$ cat src/rtl/bias_add_lanes.sv
// -----------------------------------------------------------------------------
// bias_add_lanes
//
// Purpose
//   Multi-lane bias adder for the post-array datapath. It sits between the
//   systolic-array drain and the requantiser. Each lane of a packed signed
//   accumulator vector receives its own programmable signed bias. The sum is
//   saturated to the output width, and every lane that clipped is flagged.
//   The block is a two-stage pipeline with valid/ready handshakes on both
//   sides. It holds up to two beats and preserves their order.
//
//   Stage 1 registers the full-precision (IN_W+1)-bit sums. That width cannot
//   overflow because BIAS_W <= IN_W. Stage 2 registers the saturated results
//   and the per-lane clip flags, and it drives the outputs directly.
//
// Parameters
//   LANES   number of parallel lanes (>= 1)
//   IN_W    signed width of each input lane
//   BIAS_W  signed width of each bias register (BIAS_W <= IN_W)
//   OUT_W   signed width of each output lane (OUT_W <= IN_W+1)
//   SEL_W   derived width of the bias lane select
//
// Ports
//   clk_i        in   clock, rising edge
//   rst_i        in   asynchronous active-high reset
//   bias_we_i    in   bias register write strobe
//   bias_sel_i   in   lane index of the bias write (values >= LANES are ignored)
//   bias_data_i  in   signed bias value
//   valid_i      in   input beat valid
//   ready_o      out  block can accept an input beat (combinational from ready_i)
//   data_i       in   packed signed lanes, lane k = [k*IN_W +: IN_W]
//   valid_o      out  output beat valid
//   ready_i      in   downstream accepts the output beat
//   data_o       out  packed saturated sums, lane k = [k*OUT_W +: OUT_W]
//   sat_o        out  per-lane saturation flags, qualified by valid_o
// -----------------------------------------------------------------------------
module bias_add_lanes #(
    parameter  int LANES  = 4,
    parameter  int IN_W   = 32,
    parameter  int BIAS_W = 32,
    parameter  int OUT_W  = 32,
    localparam int SEL_W  = (LANES > 1) ? $clog2(LANES) : 1
) (
    input  logic                   clk_i,
    input  logic                   rst_i,
    input  logic                   bias_we_i,
    input  logic [SEL_W-1:0]       bias_sel_i,
    input  logic [BIAS_W-1:0]      bias_data_i,
    input  logic                   valid_i,
    output logic                   ready_o,
    input  logic [LANES*IN_W-1:0]  data_i,
    output logic                   valid_o,
    input  logic                   ready_i,
    output logic [LANES*OUT_W-1:0] data_o,
    output logic [LANES-1:0]       sat_o
);

    // Full-precision sum type. One bit wider than the input lane, so the
    // addition of a sign-extended lane and bias can never wrap.
    typedef logic signed [IN_W:0] sum_t;

    // Saturation limits expressed in the sum width. When OUT_W == IN_W+1
    // the limits equal the full sum range, and the clamp never fires.
    localparam sum_t SUM_ONE = sum_t'(1);
    localparam sum_t SUM_MAX = (SUM_ONE <<< (OUT_W - 1)) - SUM_ONE;
    localparam sum_t SUM_MIN = -(SUM_ONE <<< (OUT_W - 1));

    // -------------------------------------------------------------------------
    // Declarations
    // -------------------------------------------------------------------------
    logic signed [BIAS_W-1:0] r_bias [LANES];

    logic                     r_s1_v;
    sum_t                     r_s1_sum [LANES];

    logic                     r_s2_v;
    logic [LANES*OUT_W-1:0]   r_s2_data;
    logic [LANES-1:0]         r_s2_sat;

    logic                     w_s1_adv;
    logic                     w_s2_adv;
    sum_t                     w_sum [LANES];
    logic [LANES*OUT_W-1:0]   w_sat_data;
    logic [LANES-1:0]         w_sat_flag;

    // -------------------------------------------------------------------------
    // Flow control
    // -------------------------------------------------------------------------
    // A stage may load when it is empty or when its content moves on this
    // cycle. ready_o is therefore a combinational function of ready_i. This
    // is what lets a full pipe accept and retire in the same cycle.
    always_comb begin
        w_s2_adv = !r_s2_v || ready_i;
        w_s1_adv = !r_s1_v || w_s2_adv;
    end

    assign ready_o = w_s1_adv;

    // -------------------------------------------------------------------------
    // Bias register file
    // -------------------------------------------------------------------------
    // NOTE: this is a handful of flops rather than a RAM macro, so it can be
    // cleared by reset. A beat must never pick up a stale bias from before
    // reset.
    // NOTE: sequential state uses non-blocking assignments. Every flop then
    // samples the pre-edge values. In particular, a beat accepted on the
    // same edge as a bias write still sees the old bias.
    always_ff @(posedge clk_i or posedge rst_i) begin
        if (rst_i) begin
            for (int k = 0; k < LANES; k++) begin
                r_bias[k] <= '0;
            end
        end else if (bias_we_i) begin
            // A full decode against every lane index. An out-of-range select
            // simply matches no lane, so the write is dropped.
            for (int k = 0; k < LANES; k++) begin
                if (bias_sel_i == SEL_W'(k)) begin
                    r_bias[k] <= bias_data_i;
                end
            end
        end
    end

    // -------------------------------------------------------------------------
    // Stage 1: full-precision add
    // -------------------------------------------------------------------------
    // NOTE: every combinational output gets a default before any conditional
    // logic. A path that leaves a variable unassigned would otherwise infer a
    // latch.
    always_comb begin
        for (int k = 0; k < LANES; k++) begin
            w_sum[k] = '0;
        end
        for (int k = 0; k < LANES; k++) begin
            // Casting a signed operand to the wider sum type sign-extends it.
            w_sum[k] = sum_t'($signed(data_i[k*IN_W +: IN_W])) + sum_t'(r_bias[k]);
        end
    end

    always_ff @(posedge clk_i or posedge rst_i) begin
        if (rst_i) begin
            r_s1_v <= 1'b0;
            for (int k = 0; k < LANES; k++) begin
                r_s1_sum[k] <= '0;
            end
        end else if (w_s1_adv) begin
            r_s1_v <= valid_i;
            // The data only loads with a real beat, to keep toggling down on
            // idle cycles.
            if (valid_i) begin
                r_s1_sum <= w_sum;
            end
        end
    end

    // -------------------------------------------------------------------------
    // Stage 2: saturate to OUT_W
    // -------------------------------------------------------------------------
    always_comb begin
        w_sat_data = '0;
        w_sat_flag = '0;
        for (int k = 0; k < LANES; k++) begin
            if (r_s1_sum[k] > SUM_MAX) begin
                w_sat_data[k*OUT_W +: OUT_W] = SUM_MAX[OUT_W-1:0];
                w_sat_flag[k]                = 1'b1;
            end else if (r_s1_sum[k] < SUM_MIN) begin
                w_sat_data[k*OUT_W +: OUT_W] = SUM_MIN[OUT_W-1:0];
                w_sat_flag[k]                = 1'b1;
            end else begin
                // In range, so the low OUT_W bits already form the
                // correctly signed result.
                w_sat_data[k*OUT_W +: OUT_W] = r_s1_sum[k][OUT_W-1:0];
            end
        end
    end

    // Stage 2 only advances when downstream takes the beat or the stage is
    // empty. data_o and sat_o therefore hold while valid_o && !ready_i.
    always_ff @(posedge clk_i or posedge rst_i) begin
        if (rst_i) begin
            r_s2_v    <= 1'b0;
            r_s2_data <= '0;
            r_s2_sat  <= '0;
        end else if (w_s2_adv) begin
            r_s2_v <= r_s1_v;
            if (r_s1_v) begin
                r_s2_data <= w_sat_data;
                r_s2_sat  <= w_sat_flag;
            end
        end
    end

    // -------------------------------------------------------------------------
    // Outputs
    // -------------------------------------------------------------------------
    assign valid_o = r_s2_v;
    assign data_o  = r_s2_data;
    assign sat_o   = r_s2_sat;

endmodule

$ cat config.mk
export PLATFORM = sky130hd
export DESIGN_NAME = bias_add_lanes
export DESIGN_NICKNAME = d
export VERILOG_FILES = /design/src/rtl/bias_add_lanes.sv
export SDC_FILE = /design/constraint.sdc
export NUM_CORES = 1
export LEC_CHECK = 0
export BUFFER_PORTS_ARGS = -buffer_cell sky130_fd_sc_hd__buf_2
export CELL_PAD_IN_SITES_DETAIL_PLACEMENT = 0
export CELL_PAD_IN_SITES_GLOBAL_PLACEMENT = 2
export CORE_UTILIZATION = 25
export DETAILED_ROUTE_END_ITERATION = 7
export MAX_ROUTING_LAYER = met4
export PLACE_DENSITY_LB_ADDON = 0.1
export REMOVE_ABC_BUFFERS = 1
export SYNTH_ARGS = -nofsm -noshare
export SYNTH_HDL_FRONTEND = slang
export SYNTH_SLANG_ARGS = --single-unit
$ cat constraint.sdc
create_clock -name clk_i -period 11.8 [get_ports clk_i]
set_input_delay 1.18 -clock clk_i [delete_from_list [all_inputs] [get_ports clk_i]]
set_output_delay 1.18 -clock clk_i [all_outputs]
set_load 0.05 [all_outputs]
==> results of run 1 <==
==> registers in the layout, indices dropped and copies added, names as in the netlist <==
signal    count
sat_o         4
data_o      128
valid_o       1
r_s1_sum    132
r_bias      128
r_s1_v        1
==> power groups by stage <==
stage	logic (mW)	registers, mW	clock network [mW]
6_report	2.57	2.11	1.73
5_1_grt	2.83	2.18	1.85
4_1_cts	2.61	2.12	1.81
3_5_place_dp	2.60	2.14	0
3_3_place_gp	2.60	2.13	0
2_1_floorplan	1.17	2.80	0
==> critical path: stages <==
cell       delay (ps)
buf_2             100
ha_1              220
fa_1              430
a211oi_2          280
o21ai_0           180
a2111oi_1         490
o21ai_1           280
a211oi_2          320
o21ai_0           140
a31oi_1           220
xor2_1            150
o21ai_0            80
==> layer usage <==
layer | vias to the layer above | routed length, um | global-route usage [%]
li1 | 8305 | - | -
met1 | 8104 | 35300 | 24.0
met2 | 358 | 33700 | 27.6
met3 | 90 | 3870 | 3.26
met4 | 0 | 1710 | 4.90
met5 | - | 0 | -
==> cells in the mapped netlist, types with 10 or more instances <==
cell type,instances,area share [%]
a31oi_1,26,0.77
o21bai_1,19,0.68
nand3_1,28,0.66
a21oi_1,100,2.4
nor2_1,64,1.1
or3_1,10,0.30
nand2b_1,19,0.56
a211oi_1,12,0.43
nor3_1,17,0.40
nand2_1,354,6.3
nand4_1,13,0.39
o21ai_1,17,0.40
inv_1,29,0.52
mux2_2,131,7.0
nor3b_1,11,0.39
clkbuf_1,93,1.7
ha_1,128,7.6
a21o_1,62,2.2
o21ai_0,397,9.4
and2_1,11,0.33
xnor2_1,58,2.4
nor2b_1,13,0.39
xor2_1,46,1.9
dfrtp_1,394,47
==> through the flow <==
stage | instance area, um^2 | setup WS (ps)
after CTS | 25600 | 8170
after global placement | 23700 | 7510
after detailed placement | 23700 | 7520
final | 25700 | 8130
after global routing | 25600 | 7950
after floorplan | 20700 | -334
==> worst max path at each step <==
stage / start / endpoint / slack [ps] / depth (start not counted)
detailed placement: data_i[96] / r_s1_sum[30] / 7520 / 12
global route: data_i[96] / r_s1_sum[30] / 7950 / 12
finish: data_i[96] / r_s1_sum[30] / 8130 / 12
floorplan: rst_i / data_o[0] / -330 / 1
global placement: data_i[96] / r_s1_sum[30] / 7510 / 12
CTS: data_i[96] / r_s1_sum[30] / 8170 / 12
==> kinds of logic (layout without fill, tap and decap cells) <==
group / count (synthesis) / count (layout) / share of synthesized area (%)
compound gates: 706 / 706 / 19.6
simple gates: 569 / 569 / 11.9
flops: 394 / 394 / 46.7
buf+inv: 135 / 447 / 2.45
fa+ha+maj: 132 / 132 / 7.97
mux: 132 / 132 / 7.04
xor+xnor: 104 / 104 / 4.32
other cells: 0 / 13 / 0
==> area by class of cell <==
cell class	instances	share of cell area [%]
Multi-Input combinational cell	1643	41.9
Tap cell	1080	5.27
Antenna cell	13	0.127
Sequential cell	394	38.4
Clock buffer	66	5.79
Clock inverter	32	1.55
Timing Repair Buffer	320	6.49
Inverter	29	0.454
==> flow_summary.toml, run 1 <==
[layout]
fill_cells = 8832
drive_above_1_share_pct = 23.5
layoutNonFillerInstCount = 3577
postLayoutCoreUtil_pct = 30.7
final_common_cell = "o21ai_0"
syn_to_final_growth_pct = 21.6
multi_input_area_mm2 = 0.0107
register_area_mm2 = 0.00986
layout_common_cells = "397 x o21ai_0, 394 x dfrtp_1, 352 x nand2_1"
layout.nets = 2739

[cts]
cts_tree = "built"
cts_buffers = 52
cts_sinks = 394
cts-resized-gates = 0
cts-root-buf = "clkbuf_16"
clk_latency_ps = 610
postCtsSetupBuffers = 0
htree_levels = 2
ctsHoldBuffers = 0
clk_pin_slew_ps = 60
clock_path_buffers = 3

[detailed_routing]
drc = 0
ant_nets = 0
routed_wl_mm = 74.6
viasPerCell = 4.71
routed-via-count = 16900
dr.pass1.iters = 5
drtIter0Drc = 743
wl_per_cell_um = 20.9

[run]
cap_violations = 0

[floorplanning]
ioPinCount = 301
start_util_pct = 25.3
die_w_um = 293
die_h_um = 293
core_area_mm2 = 0.0836
rows = 106
design.die.area_mm2 = 0.0856

[sta]
rsz0062_at_grt = "no"
relSlewSlack_pct = 30.9
clock_skew_ps = 24.4
fin_crit_sh_pct = 31.1
slew_violations = 0
final-hold-violation-count = 0
setup_violations = 0
timing.hold.ws_ps = 466
finalCriticalPeriod_ps = 3670
worst_pin_slew_ps = 1040
fmax_mhz = 273
finalSetupTns_ps = 0

[synthesis]
ys.flop_type = "dfrtp_1"
ys_seq_elements = 394
synth_cells = 2172
synth_edf_count = 0
synth_area_mm2 = 0.0211
yosysUniqueCellTypes = 74
yosys_warnings = 0
avgSynthCellArea_um2 = 9.71
synth-seq-area-share_pct = 46.7
async_flop_share_pct = 100

[place]
hpwl_mm = 54.7
gp_congestion = 0.857
io_buffer_count = 300
dpl.cell_count = 3466

[hold_path]
whs_path_depth = 2
hold_class = "reg -> reg"
hold_path_end = "r_s1_sum[1]"
min_from = "r_s1_sum[1]"

[setup_path]
r2r-end = "r_s1_sum[30]"
reg2reg_from = "r_bias[0]"
path_max_fanout = 6
path_class = "in -> reg"
reg2regPathDepth = 11
arrival_ps = 4100
cp-start-kind = "input port"
worst-r2r-setup-slack_ps = 8310
worstSetupEndpointType = "flip-flop"
crit_required_ps = 12230

[power_and_ir_drop]
swShare_pct = 42.7
pwr_density_cell_mw_per_mm2 = 250
pwr-share-seq_pct = 32.9
static-leakage-power_nw = 11.8
irDropWorstVdd_v = 0.000109
power_frac_clock_pct = 27.0
p_int_mw = 3.67
comb_power_share_pct = 40.0
netSwitchingPower_mw = 2.74
power.total_mw = 6.41

[run_status]
status = "finished, final reports clean"

[grt]
grt_pass1_wl_mm = 111
antenna_found_initial = 21
grt_pass1_vias = 17100
grt_util_all_layers_pct = 17.9
grt_max_degree = 128
overflow = 0
Note: power is estimated with default switching activity, not from simulation.
==> run 2: changes to the inputs <==
==> constraint.sdc (replaced) <==
create_clock -name clk_i -period 3.8 [get_ports clk_i]
set_input_delay 0.38 -clock clk_i [delete_from_list [all_inputs] [get_ports clk_i]]
set_output_delay 0.38 -clock clk_i [all_outputs]
set_load 0.05 [all_outputs]
==> run 2 against run 1 <==
Net effect:
- combinational power grew to 3.1 times the previous value
- routed wire length grew 0.43%
- utilization shrank 0.22 points
- global-route usage grew 0.11 points
- critical endpoint unchanged
- total power grew to 3.0 times the previous value
- die area is the same
- sequential power grew to 3.1 times the previous value
- critical path type is now reg -> reg
- hold slack lost 350 ps
- flip-flop and latch count is the same
- critical path depth shrank 1
- highest routed layer unchanged
- setup slack lost 7700 ps
==> flow_summary.toml, run 2 (synthesis results as in run 1) <==
[run_status]
status = "finished, final reports clean"

[power_and_ir_drop]
pwr-share-seq_pct = 33.8
power.total_mw = 19.3
static-leakage-power_nw = 11.7
power_frac_clock_pct = 24.7
irDropWorstVdd_v = 0.000332
swShare_pct = 43.4
pwr_density_cell_mw_per_mm2 = 757
netSwitchingPower_mw = 8.36
comb_power_share_pct = 41.5
p_int_mw = 10.9

[run]
cap_violations = 0

[cts]
cts_tree = "built"
cts_sinks = 394
clk_pin_slew_ps = 60
clk_latency_ps = 600
cts-root-buf = "clkbuf_16"
htree_levels = 2
clock_path_buffers = 3
cts_buffers = 51
postCtsSetupBuffers = 0

[grt]
antenna_found_initial = 27
overflow = 0
grt_max_degree = 132
grt_pass1_vias = 17200
grt_pass1_wl_mm = 112
grt_util_all_layers_pct = 18.0

[sta]
worst_slack_ps = 457
fmax_mhz = 299
fin_crit_sh_pct = 88.0
relSlewSlack_pct = 28.2
rsz0062_at_grt = "no"
clock_skew_ps = 27.3
final-hold-violation-count = 0
setup_violations = 0
slew_violations = 0
finalCriticalPeriod_ps = 3340
worst_pin_slew_ps = 1080
finalSetupTns_ps = 0

[detailed_routing]
routed-via-count = 16800
drtIter0Drc = 741
ant_nets = 0
viasPerCell = 4.71
routed_wl_mm = 74.9
wl_per_cell_um = 21.0
dr.pass1.iters = 7
drc = 0

[layout]
final_common_cell = "o21ai_0"
syn_to_final_growth_pct = 20.7
layout_common_cells = "397 x o21ai_0, 394 x dfrtp_1, 352 x nand2_1"
layout.nets = 2740
top_register = "r_s1_sum"
finalInstanceArea_mm2 = 0.0255
largest_register_ffs = 132
postLayoutCoreUtil_pct = 30.5
drive_above_1_share_pct = 22.7

[setup_path]
worstSetupEndpointType = "flip-flop"
cp-start-kind = "flip-flop"
path_class = "reg -> reg"
arrival_ps = 3770
worst-r2r-setup-slack_ps = 460
path_max_fanout = 6
crit_required_ps = 4230

[floorplanning]
ioPinCount = 301
design.die.area_mm2 = 0.0856
die_w_um = 293
die_h_um = 293
start_util_pct = 25.3
rows = 106
core_area_mm2 = 0.0836

[place]
pre_cts_ws_ps = 275
gp_congestion = 0.821
place_area_mm2 = 0.0238
io_buffer_count = 300
hpwl_mm = 54.5

[hold_path]
hold_class = "in -> reg"
[run 2: path summary, 6_finish.rpt]
path | cells past startpoint | endpoint | startpoint
max in group asynchronous | 4 | data_o[30] | rst_i
min in group asynchronous | 3 | data_o[121] | rst_i
hold / removal | 4 | r_s1_sum[33] | data_i[64]
setup / recovery | 11 | r_s1_sum[30] | r_bias[0]
setup reg to reg | 11 | r_s1_sum[30] | r_bias[0]
hold reg to reg | 2 | r_s1_sum[18] | r_s1_sum[18]
[run 2: per-stage QoR]
step                hold WS (ps)  std cells
floorplan                    433       2066
global placement             361       3466
detailed placement           358       3466
CTS                         67.6       3556
global route                89.1       3565
finish                       113       3571
[run 2: routing by layer]
metal / vias to the layer above / global-route usage, % / wire (um)
met5: - / - / 0
met4: 0 / 4.34 / 1720
met3: 83 / 3.32 / 3990
met2: 350 / 28.0 / 34000
met1: 8076 / 24.1 / 35200
li1: 8309 / - / -
[run 2: worst max-delay path, cell delays in order, from the launching register on]
cell,delay (ps)
dfrtp_1,380
ha_1,210
fa_1,450
a211oi_2,280
o21ai_0,160
a2111oi_1,500
o21ai_1,290
a211oi_2,340
o21ai_0,140
a31oi_1,220
xor2_1,160
o21ai_0,80
[run 2: final cells by class]
class,count,area [um^2]
flip-flops and latches,394,9860
fillers,8854,58100
multi-input cells,1643,10800
inverters,29,116
repair buffers,322,1760
well taps,1080,1350
clock inverters,9,98.8
diodes,15,37.5
clock buffers,79,1500
[run 2: power by group through the flow]
stage	sequential, mW	combinational, mW	clock [mW]
after floorplan	8.69	3.63	0
after global placement	6.59	8.10	0
after detailed placement	6.62	8.12	0
after CTS	6.55	8.15	4.97
after global routing	6.73	8.81	5.13
final	6.51	8.00	4.76
[run 2: timing repair]
| action | 4_1_cts | 5_1_grt |
|---|---|---|
| hold endpoints to repair | 23 | 0 |
| resized for setup | 0 | 0 |
| hold buffers | 2 | 0 |
